<file path="config.mk">
export PLATFORM = sky130hd
export DESIGN_NAME = mux_pkt_arb_flat
export DESIGN_NICKNAME = d
export VERILOG_FILES = /design/src/rtl/mux_pkt_arb_if.sv /design/src/rtl/mux_pkt_arb.sv /design/src/flat_wrapper.sv
export SDC_FILE = /design/constraint.sdc
export NUM_CORES = 1
export LEC_CHECK = 0
export ABC_AREA = 1
export CAP_MARGIN = 25
export CORE_AREA = 2 2 54 56
export DETAILED_ROUTE_END_ITERATION = 12
export DIE_AREA = 0 0 56 58
export PLACE_DENSITY = 0.69
export SLEW_MARGIN = 25
export SYNTH_ARGS = -nofsm -noshare
export SYNTH_HDL_FRONTEND = slang
export SYNTH_SLANG_ARGS = --single-unit
export TNS_END_PERCENT = 30
</file>
<file path="constraint.sdc">
create_clock -name clk -period 2.05 [get_ports clk]
set_input_delay 0.3075 -clock clk [delete_from_list [all_inputs] [get_ports clk]]
set_output_delay 0.3075 -clock clk [all_outputs]
set_load 0.03 [all_outputs]
</file>
<file path="src/rtl/mux_pkt_arb_if.sv">
// mux_pkt_arb_if: handshake bundle between the 2:1 flit mux senders/sink
// and the packet arbiter.
//   master : flit sources and downstream sink side (drives valid/type/oready)
//   slave  : arbiter side (drives per-input ready, mux select and status)
// Signals:
//   ivalid_0/1, itype_0/1 : per-input flit valid and type (NONE/HEAD/TAIL/DATA)
//   oready                : downstream can take a flit this cycle
//   iready_0/1            : per-input flit accepted this cycle
//   sel                   : one-hot mux select (SELW bits)
//   busy, pkt_cnt, err    : lock status, flits in current packet, error pulse
interface mux_pkt_arb_if #(
  parameter int SELW = 5,
  parameter int CNTW = 8
);
  logic            ivalid_0;
  logic [1:0]      itype_0;
  logic            ivalid_1;
  logic [1:0]      itype_1;
  logic            oready;
  logic            iready_0;
  logic            iready_1;
  logic [SELW-1:0] sel;
  logic            busy;
  logic [CNTW-1:0] pkt_cnt;
  logic            err;

  modport master (
    output ivalid_0, itype_0, ivalid_1, itype_1, oready,
    input  iready_0, iready_1, sel, busy, pkt_cnt, err
  );

  modport slave (
    input  ivalid_0, itype_0, ivalid_1, itype_1, oready,
    output iready_0, iready_1, sel, busy, pkt_cnt, err
  );
endinterface

</file>
<file path="src/rtl/mux_pkt_arb.sv">
// mux_pkt_arb: packet-level round-robin arbiter for a 2:1 flit mux.
// Grants an input on a HEAD flit, holds the mux select until that input's
// TAIL (or the MAXLEN watchdog), then hands priority to the other input.
// Ports:
//   clk  : clock, rising edge
//   rst_ : asynchronous reset, active low
//   bus  : mux_pkt_arb_if.slave (flit valid/type in, ready/sel/status out)
module mux_pkt_arb #(
  parameter int SELW   = 5,
  parameter int CNTW   = 8,
  parameter int MAXLEN = 32
) (
  input  logic         clk,
  input  logic         rst_,
  mux_pkt_arb_if.slave bus
);
  localparam logic [1:0]    T_HEAD  = 2'b01;
  localparam logic [1:0]    T_TAIL  = 2'b10;
  localparam logic [CNTW:0] MAX_CNT = (CNTW+1)'(MAXLEN);

  typedef enum logic [1:0] {IDLE, LOCK0, LOCK1} state_t;

  state_t          state_q, state_d;
  logic [SELW-1:0] sel_q, sel_d;
  logic [CNTW-1:0] cnt_q, cnt_d;
  logic            prio_q, prio_d;
  logic            err_q, err_d;

  logic [1:0]      vld, elig;
  logic [1:0][1:0] typ;
  logic [1:0]      cur_typ;
  logic            own, gnt, xfer, at_max;

  assign vld     = {bus.ivalid_1, bus.ivalid_0};
  assign typ     = {bus.itype_1, bus.itype_0};
  assign elig    = {vld[1] && (typ[1] == T_HEAD), vld[0] && (typ[0] == T_HEAD)};
  // index of the locked input; only meaningful outside IDLE
  assign own     = (state_q == LOCK1);
  assign cur_typ = typ[own];
  assign xfer    = (state_q != IDLE) && vld[own] && bus.oready;
  // this transfer would be flit number MAXLEN of the packet
  assign at_max  = ({1'b0, cnt_q} + (CNTW+1)'(1)) == MAX_CNT;
  assign gnt     = (&elig) ? prio_q : elig[1];

  assign bus.iready_0 = (state_q == LOCK0) && bus.oready;
  assign bus.iready_1 = (state_q == LOCK1) && bus.oready;
  assign bus.sel      = sel_q;
  assign bus.busy     = (state_q != IDLE);
  assign bus.pkt_cnt  = cnt_q;
  assign bus.err      = err_q;

  always_comb begin
    state_d = state_q;
    sel_d   = sel_q;
    cnt_d   = cnt_q;
    prio_d  = prio_q;
    err_d   = 1'b0;
    case (state_q)
      IDLE: begin
        // head is only observed here; it is consumed once locked
        if (|elig) begin
          state_d = gnt ? LOCK1 : LOCK0;
          sel_d   = gnt ? SELW'(2) : SELW'(1);
          cnt_d   = '0;
        end
      end
      default: begin
        if (xfer) begin
          if (cnt_q != '1) cnt_d = cnt_q + CNTW'(1);
          if ((cur_typ == T_HEAD) && (cnt_q != '0)) err_d = 1'b1;
          // TAIL beats the watchdog when both land on the same flit
          if ((cur_typ == T_TAIL) || at_max) begin
            state_d = IDLE;
            sel_d   = '0;
            prio_d  = ~own;
          end
          if ((cur_typ != T_TAIL) && at_max) err_d = 1'b1;
        end
      end
    endcase
  end

  always_ff @(posedge clk or negedge rst_) begin
    if (!rst_) begin
      state_q <= IDLE;
      sel_q   <= '0;
      cnt_q   <= '0;
      prio_q  <= 1'b0;
      err_q   <= 1'b0;
    end else begin
      state_q <= state_d;
      sel_q   <= sel_d;
      cnt_q   <= cnt_d;
      prio_q  <= prio_d;
      err_q   <= err_d;
    end
  end
endmodule

</file>
<file path="src/flat_wrapper.sv">
// flat-port wrapper written by rule: the top's interface ports become plain ports
module mux_pkt_arb_flat 
#(
  parameter int SELW   = 5,
  parameter int CNTW   = 8,
  parameter int MAXLEN = 32
)
  (clk, rst_, bus_ivalid_0, bus_itype_0, bus_ivalid_1, bus_itype_1, bus_oready, bus_iready_0, bus_iready_1, bus_sel, bus_busy, bus_pkt_cnt, bus_err);
  mux_pkt_arb_if #(.SELW(SELW), .CNTW(CNTW)) bus_i ();
  input  logic clk;
  input  logic rst_;
  input wire logic [$bits(bus_i.ivalid_0)-1:0] bus_ivalid_0;
  input wire logic [$bits(bus_i.itype_0)-1:0] bus_itype_0;
  input wire logic [$bits(bus_i.ivalid_1)-1:0] bus_ivalid_1;
  input wire logic [$bits(bus_i.itype_1)-1:0] bus_itype_1;
  input wire logic [$bits(bus_i.oready)-1:0] bus_oready;
  output wire logic [$bits(bus_i.iready_0)-1:0] bus_iready_0;
  output wire logic [$bits(bus_i.iready_1)-1:0] bus_iready_1;
  output wire logic [$bits(bus_i.sel)-1:0] bus_sel;
  output wire logic [$bits(bus_i.busy)-1:0] bus_busy;
  output wire logic [$bits(bus_i.pkt_cnt)-1:0] bus_pkt_cnt;
  output wire logic [$bits(bus_i.err)-1:0] bus_err;
  assign bus_i.ivalid_0 = bus_ivalid_0;
  assign bus_i.itype_0 = bus_itype_0;
  assign bus_i.ivalid_1 = bus_ivalid_1;
  assign bus_i.itype_1 = bus_itype_1;
  assign bus_i.oready = bus_oready;
  assign bus_iready_0 = bus_i.iready_0;
  assign bus_iready_1 = bus_i.iready_1;
  assign bus_sel = bus_i.sel;
  assign bus_busy = bus_i.busy;
  assign bus_pkt_cnt = bus_i.pkt_cnt;
  assign bus_err = bus_i.err;
  mux_pkt_arb #(.SELW(SELW), .CNTW(CNTW), .MAXLEN(MAXLEN)) u_core (.clk(clk), .rst_(rst_), .bus(bus_i));
endmodule
</file>
== Word level (Yosys, flattened, before mapping) ==
Index checks and enable logic that the tools add are counted.

* Output and inout bits: 17
* Memories: 0
* Bits in read-only memories: 0
* Latch bits: 0
* Memory bits (writable): 0
* Register bits: 17

* $mul: 0
* $add $sub $neg: 2
* Shift-type cells: 0
* Equal/unequal tests: 10
* Div/mod/pow operators: 0
* Mux-type cells: 23
* Magnitude comparators: 1
* Bitwise logic cells: 2
* Reductions and logical operators: 20

{| class="wikitable"
|+ Operators with widths
! kind !! count
|-
| 2-to-1 mux 8 bit || 4
|-
| 2-to-1 mux 5 bit || 4
|-
| 2-to-1 mux 2 bit || 8
|-
| adder 8 x 1 -> 9 bit, second input constant || 1
|-
| equality test 9 x 6 -> 1 bit, second input constant || 1
|-
| AND reduction 3 bit || 3
|-
| adder 8 x 1 -> 8 bit, second input constant || 1
|-
| equality test 2 x 1 -> 1 bit, second input constant || 4
|-
| logical AND 1 bit || 8
|-
| != test 8 bit, second input constant || 1
|-
| nonzero test 2 bit || 4
|-
| nonzero test 8 bit || 1
|-
| 2-to-1 mux 1 bit || 7
|-
| equality test 2 bit, second input constant || 2
|-
| zero test 2 bit || 1
|-
| < comparator 1 x 2 -> 1 bit, second input constant || 1
|-
| != test 2 x 1 -> 1 bit, second input constant || 1
|-
| != test 2 bit, second input constant || 1
|-
| inverter 1 bit || 2
|-
| AND reduction 2 bit || 1
|-
| OR reduction 2 bit || 1
|-
| logical OR 1 bit || 1
|}

== Logic depth before layout (Yosys ltp) ==
Gate-level depths: netlist of the first run.

* Depth in word-level cells: 9
* Gate-level depth with buffers: 14

== Least setup slack after synthesis of the first run ==
OpenSTA, ideal clock, no wires.

* Path kind: reg-to-reg
* Start: register u_core.bus.sel[0] (netlist name)
* End: register u_core.cnt_q[2], in the netlist u_core.bus.pkt_cnt[2]
* Data arrival time: 1,827 ps
* Library setup time: 74 ps
* Cell stages (with the launch flop): 11
* Buffers on the path: 1
* Slack: 149 ps
* Clock period less this slack: 1,901 ps
* Cells stage by stage: dfrtp_1 inv_1 nand2_2 nor2_1 nand2_1 nand2_1 o21ai_2 nand2_1 buf_4 nand3_1 o21ai_2

{| class="wikitable"
|+ RTL lines
! what !! RTL line !! source
|-
| end signal, assigned || mux_pkt_arb.sv:93 || <nowiki>cnt_q <= cnt_d;</nowiki>
|-
| end, declared || mux_pkt_arb.sv:25 || <nowiki>logic [CNTW-1:0] cnt_q, cnt_d;</nowiki>
|}

==> qor.txt, run 1 <==
Drt drc = 0
Slew margin rel. = 0.622
Synth cell types = 23
CP Data Arrival Time = 1.65 ns
Max Clock Freq = 0.511 GHz
RSZ-0062 raised after global routing = false
Pwr dens = 1350 nW/um^2
Final setup viols = 0
Hold Violations, Final = 0
Total track usage = 0.136
Number of DRC markers in iteration 0 = 31
CP Launch Type = flop
Vias = 897
Final ANT Viol Nets = 0
Syn. warnings = 0
Min-Delay Path Class = input pin to asynchronous set/reset pin
Synth area leaders = dfrtp_1 (34%), nand2_1 (14%), inv_1 (8.6%)
Synth top area share = 0.342
Worst r2r path cells = 14
Maximum fanout along the worst path = 9
DPL Wire Length = 1660 um
Clock period minus final worst setup slack = 1.96 ns
Mean Syn Cell Area = 6.85 sq um
Postcts setup bufs = 0
Worst r2r dst = u_core.bus.sel[1]$_DFFE_PN0P_
Hold_ws = 0.391 ns
Synth Register Bits = 12
Seq/Total Area, Yosys = 0.342
First-pass GRT wire length = 3530 um
Initial Util = 0.329
Vias per cell = 4.75
Die ar. = 3250 sq um
Flop-to-flop setup slack = 0.34 ns
Critical path origin = u_core.bus.sel[1]$_DFFE_PN0P_
Vias in the first global route = 873
Post-Syn Instances = 128
GRT overflow = 0
Die Y = 58 um
Clock slew at reported path FFs = 0.08 ns
Pre-Repair DR Iteration Count = 4
IO Count = 26
Critical path, cell by cell = nor2_1 -> inv_2 -> clkdlybuf4s50_1
Clk_lat worst skew = 0.27 ns
Clock sink total = 12
RD Place Congestion = 0.898
Worst r2r src = u_core.bus.pkt_cnt[1]$_DFFE_PN0P_
Worst Tran Pin Value = 0.565 ns
Clock Path Buffers = 2
Diodes inserted = 0
Chip width = 56 um
TritonCTS Buffers = 3
Status = finished clean
Largest net degree at the start of global routing = 13
Root Buffer = clkbuf_4
Worst Setup Path Type = flop to primary output
CTS tree = done
Routed WL per cell = 10.9 um
Req. time, crit path = 1.74 ns
Peak VDD IR = 660 uV
Buffers on Ports = 22
CP max stage delay = 0.70 ns
Floorplan row count = 19
Slowest cell on the critical path = clkdlybuf4s50_1
Leak = 0.597 nW
Final #Nets = 171
Cell Area, Synth = 877 sq um
Period utilisation layout = 0.955
MaxCap Viol Count = 0
Total core area = 2660 sq um
Clock skew = 0.00134 ns
Pins Over Slew Limit = 0
CP Capture Point = bus_busy
Layout overhead on the synthesized area = 36.4%
Area leader, netlist = dfrtp_1
Initial antenna violation count = 0
Total wire length = 2070 um
Setup crit end kind = primary output
Setup TNS = 0 ns
H-tree depth = 1
Fraction of layout cells with a size suffix above 1 = 0.158
==> metal layers <==
metal,up-vias,track usage,share of wire
li1,461,-,-
met1,421,0.161,0.44
met2,13,0.249,0.53
met3,2,0.0268,0.030
met4,0,0.0442,0.0048
met5,-,0,0
==> cell type report <==
class,instances,area (sq um)
Inverter,21,78.8
Clock buffer,4,36.3
Sequential cell,12,300
Tap cell,31,38.8
Multi-Input combinational cell,93,475
Fill cell,281,1470
Timing Repair Buffer,28,267
==> cell usage in the layout (no fill, tap or decap), drive strengths merged, types with 3 or more instances in the layout <==
cell type	instances
nor2	13
inv	21
o22ai	3
clkbuf	4
o21ai	10
clkdlybuf4s50	20
conb	3
ha	3
nand3	14
dfrtp	12
nand2	38
buf	6
==> synthesized netlist by cell type <==
library cell	instances
nand3_2	1
o21ai_0	4
nor2_2	1
inv_2	1
buf_4	4
o21bai_1	1
dfrtp_1	12
o21ai_2	5
nand2_2	5
inv_1	20
o21ai_1	1
nor2_1	12
nand3_1	13
ha_1	3
nand4_1	2
nor3_1	1
conb_1	1
a21oi_1	2
or2_4	1
or2_2	1
nand2_1	33
o211ai_1	1
o22ai_1	3
==> critical path, delay by kind of cell, from the launching register on <==
family / cells / cell delay [ns]
flops: 1 / 0.44
simple gates: 1 / 0.08
buf+inv: 2 / 0.86
==> per-stage QoR <==
stage | setup WS (ns) | instance area, sq um | cells | util | power, W
after floorplan | 0.149 | 885 | 130 | - | 0.00105
final | 0.0920 | 1200 | 189 | 0.449 | 0.00161
after CTS | 0.0523 | 1190 | 189 | 0.448 | 0.00162
after global placement | 0.0941 | 1160 | 185 | 0.435 | 0.00141
after global routing | 0.0167 | 1200 | 189 | 0.449 | 0.00173
after detailed placement | 0.0545 | 1160 | 185 | 0.435 | 0.00143
==> report_power, final <==
part           leakage, nW  internal (W)  switching, W
clock network       0.0210      0.000108     0.0000853
registers            0.159      0.000325      0.000105
logic                0.417      0.000388      0.000602
total                0.597      0.000821      0.000793
==> worst min path at each step <==
stage	start	end	slack [ns]
2_1_floorplan	rst_	u_core.bus.err$_DFF_PN0_	0.01
3_3_place_gp	u_core.prio_q$_DFFE_PN0P_	u_core.prio_q$_DFFE_PN0P_	0.45
3_5_place_dp	u_core.prio_q$_DFFE_PN0P_	u_core.prio_q$_DFFE_PN0P_	0.48
4_1_cts	rst_	u_core.bus.pkt_cnt[2]$_DFFE_PN0P_	0.41
5_1_grt	rst_	u_core.bus.pkt_cnt[1]$_DFFE_PN0P_	0.43
6_report	rst_	u_core.bus.pkt_cnt[2]$_DFFE_PN0P_	0.39
==> state kept, by name, indices dropped and copies added (netlist names) <==
name,cells
u_core.bus.sel,2
u_core.bus.err,1
u_core.prio_q,1
u_core.bus.pkt_cnt,8
==> what timing repair did <==
item | in CTS | in global routing
hold buffers | 0 | 0
cloned | 0 | 0
setup endpoints to repair | 1 | 1
gates resized for setup | 1 | 1
==> kinds of logic after synthesis <==
family,count (synthesis),share of synthesized area
DFF,12,0.342
other,1,0.00428
adders and majority gates,3,0.0428
and+or+nand+nor,70,0.358
buffers and inverters,25,0.124
AOI/OAI and AO/OA,17,0.128
No activity file was read; power rests on OpenSTA's default activity.
==> run 2, diff against run 1 <==
--- a/config.mk
+++ b/config.mk
@@ -10,6 +10,8 @@
 export CORE_AREA = 2 2 54 56
 export DETAILED_ROUTE_END_ITERATION = 12
 export DIE_AREA = 0 0 56 58
+export GPL_TIMING_DRIVEN = 1
+export HOLD_SLACK_MARGIN = 0.06
 export PLACE_DENSITY = 0.69
 export SLEW_MARGIN = 25
 export SYNTH_ARGS = -nofsm -noshare
==> constraint.sdc (replaced) <==
create_clock -name clk -period 2.05 [get_ports clk]
set_input_delay 0.3075 -clock clk [delete_from_list [all_inputs] [get_ports clk]]
set_output_delay 0.3075 -clock clk [all_outputs]
set_load 0.05 [all_outputs]
==> run 2 against run 1 <==
- non-clock buffer count shrank 4
- clock power down 26%
- critical path type is now flop to flop
- sequential share of layout area increased by 0.54 points
- die area is the same
- first-iteration DRC count shrank 32%
- final cell count down 2.6%
==> qor.txt, run 2 (synthesized netlist as in run 1, its figures left out) <==
Post-CTS resize count = 0 (was 1)
Clock period minus final worst setup slack = 1.88 ns (was 1.96 ns)
Chip width = 56 um (unchanged)
GRT overflow = 0 (unchanged)
CP Data Arrival Time = 2.02 ns (was 1.65 ns)
Worst r2r src = u_core.bus.pkt_cnt[0]$_DFFE_PN0P_ (was u_core.bus.pkt_cnt[1]$_DFFE_PN0P_)
IO Count = 26 (unchanged)
Buffers on Ports = 22 (unchanged)
Vias per cell = 4.66 (was 4.75)
Vias in the first global route = 799 (was 873)
Die Y = 58 um (unchanged)
Pwr dens = 1470 nW/um^2 (was 1350 nW/um^2)
Most common cell after layout, fill and taps aside = nand2_1 (unchanged)
Req. time, crit path = 2.19 ns (was 1.74 ns)
Final setup viols = 0 (unchanged)
Hold_ws = 0.395 ns (was 0.391 ns)
CTS tree = done (unchanged)
Final core occ = 0.440 (was 0.449)
Initial Util = 0.329 (unchanged)
Max Clock Freq = 0.532 GHz (was 0.511 GHz)
Commonest non-fill, non-tap cells in the layout = nand2_1 (33), inv_1 (20), clkdlybuf4s50_1 (19) (was nand2_1 (33), inv_1 (20), clkdlybuf4s50_1 (20))
RD Place Congestion = 0.900 (was 0.898)
CP max stage delay = 0.37 ns (was 0.70 ns)
Setup crit end kind = flop (was primary output)
Slowest cell on the critical path = dfrtp_1 (was clkdlybuf4s50_1)
Layout overhead on the synthesized area = 33.5% (was 36.4%)
Clock slew at reported path FFs = 0.08 ns (about the same)
Vias = 858 (was 897)
Fraction of layout cells with a size suffix above 1 = 0.157 (was 0.158)
DPL Wire Length = 1530 um (was 1660 um)
Initial antenna violation count = 0 (unchanged)
Area after DPL = 1150 sq um (was 1160 sq um)
Maximum fanout along the worst path = 11 (was 9)
Clock Path Buffers = 2 (unchanged)
CP Launch Type = flop (unchanged)
Status = finished clean (unchanged)
Clock sink total = 12 (unchanged)
Total track usage = 0.127 (was 0.136)
MaxCap Viol Count = 0 (unchanged)
Period utilisation layout = 0.916 (was 0.955)
H-tree depth = 1 (unchanged)
Max reg flops = 8 (unchanged)
Final #Nets = 167 (was 171)
TritonCTS Buffers = 3 (unchanged)
Postcts setup bufs = 0 (unchanged)
First-pass GRT wire length = 3260 um (was 3530 um)
Number of DRC markers in iteration 0 = 21 (was 31)
Root Buffer = clkbuf_4 (unchanged)
Die ar. = 3250 sq um (unchanged)
Leak = 0.561 nW (was 0.597 nW)
Pins Over Slew Limit = 0 (unchanged)
Total wire length = 2010 um (was 2070 um)
Hold buffers post-CTS = 0 (unchanged)
Routed WL per cell = 10.9 um (about the same)
Peak VDD IR = 812 uV (was 660 uV)
Final ANT Viol Nets = 0 (unchanged)
Hold Violations, Final = 0 (unchanged)
Critical path origin = u_core.bus.pkt_cnt[0]$_DFFE_PN0P_ (was u_core.bus.sel[1]$_DFFE_PN0P_)
Diodes inserted = 0 (unchanged)
Crit-path most repeated cell = o21ai_2
Pre-Repair DR Iteration Count = 4 (unchanged)
Largest net degree at the start of global routing = 13 (unchanged)
Total core area = 2660 sq um (unchanged)
Critical path, cell by cell = ha_1 -> nand3_2 -> nor2_2 -> nand2_2 -> o21ai_2 -> nand2_1 -> nand3_1 -> o21ai_2 (was nor2_1 -> inv_2 -> clkdlybuf4s50_1)
RSZ-0062 raised after global routing = false (unchanged)
Clk_lat worst skew = 0.27 ns (about the same)
Floorplan row count = 19 (unchanged)
Number of fill cells = 286 (was 281)
Min-Delay Path Class = input pin to asynchronous set/reset pin (unchanged)
Clock skew = 0.00823 ns (was 0.00134 ns)
Sequential Area = 300 sq um (unchanged)
Slew margin rel. = 0.622 (about the same)
Multi-input gate area = 478 sq um (was 475 sq um)
Worst Setup Path Type = flop to flop (was flop to primary output)
Drt drc = 0 (unchanged)
Worst Tran Pin Value = 0.565 ns (about the same)
Fin area = 1170 sq um (was 1200 sq um)
## run 2: cell types whose count changed in the layout (fill, tap and decap cells not counted)
cell	before	now
nor2_2	1	2
clkbuf_8	1	0
buf_12	0	2
nor2_1	12	11
dlygate4sd2_1	1	0
clkdlybuf4s50_1	20	19
dlymetal6s2s_1	1	0
buf_4	6	3
## run 2: worst paths after layout
kind,to,slack [ns],depth (start not counted)
min,u_core.bus.pkt_cnt[3]$_DFFE_PN0P_,0.40,1
max reg2reg,u_core.bus.pkt_cnt[1]$_DFFE_PN0P_,0.17,8
max,u_core.bus.pkt_cnt[1]$_DFFE_PN0P_,0.17,8
max in group asynchronous,u_core.bus.sel[1]$_DFFE_PN0P_,1.27,1
min reg2reg,u_core.prio_q$_DFFE_PN0P_,0.49,2
min in group clk,u_core.prio_q$_DFFE_PN0P_,0.49,2
## run 2: metrics by stage
stage          power [W]  setup WS, ns  setup TNS (ns)  cells
2_1_floorplan    0.00121        -0.153          -0.153    130
3_3_place_gp     0.00156        0.0999               0    181
3_5_place_dp     0.00158        0.0880               0    181
4_1_cts          0.00172         0.167               0    184
5_1_grt          0.00183        0.0355               0    184
6_report         0.00172         0.172               0    184
## run 2: power by group
part,internal (W),leakage [nW],switching [W]
sequential,0.000325,0.159,0.000103
combinational,0.000381,0.388,0.000767
clock,0.0000679,0.0138,0.0000738
total,0.000774,0.561,0.000944
## run 2: layout make-up
cell class | count | area share
Timing Repair Buffer | 24 | 0.216
Multi-Input combinational cell | 93 | 0.408
Clock buffer | 3 | 0.0192
Inverter | 21 | 0.0673
Tap cell | 31 | 0.0331
Sequential cell | 12 | 0.256
## run 2: worst max-delay path, delay by kind of cell, from the launching register on
kind,cells,cell delay (ns)
simple gates,5,0.85
flops,1,0.37
fa+ha+maj,1,0.24
compound gates,2,0.31
## run 2: layer usage
metal	GRT usage	routed length [um]	up-vias
li1	-	-	450
met2	0.203	984	15
met5	0	0	-
met4	0.0510	24	0
met1	0.158	920	389
met3	0.0446	77	4
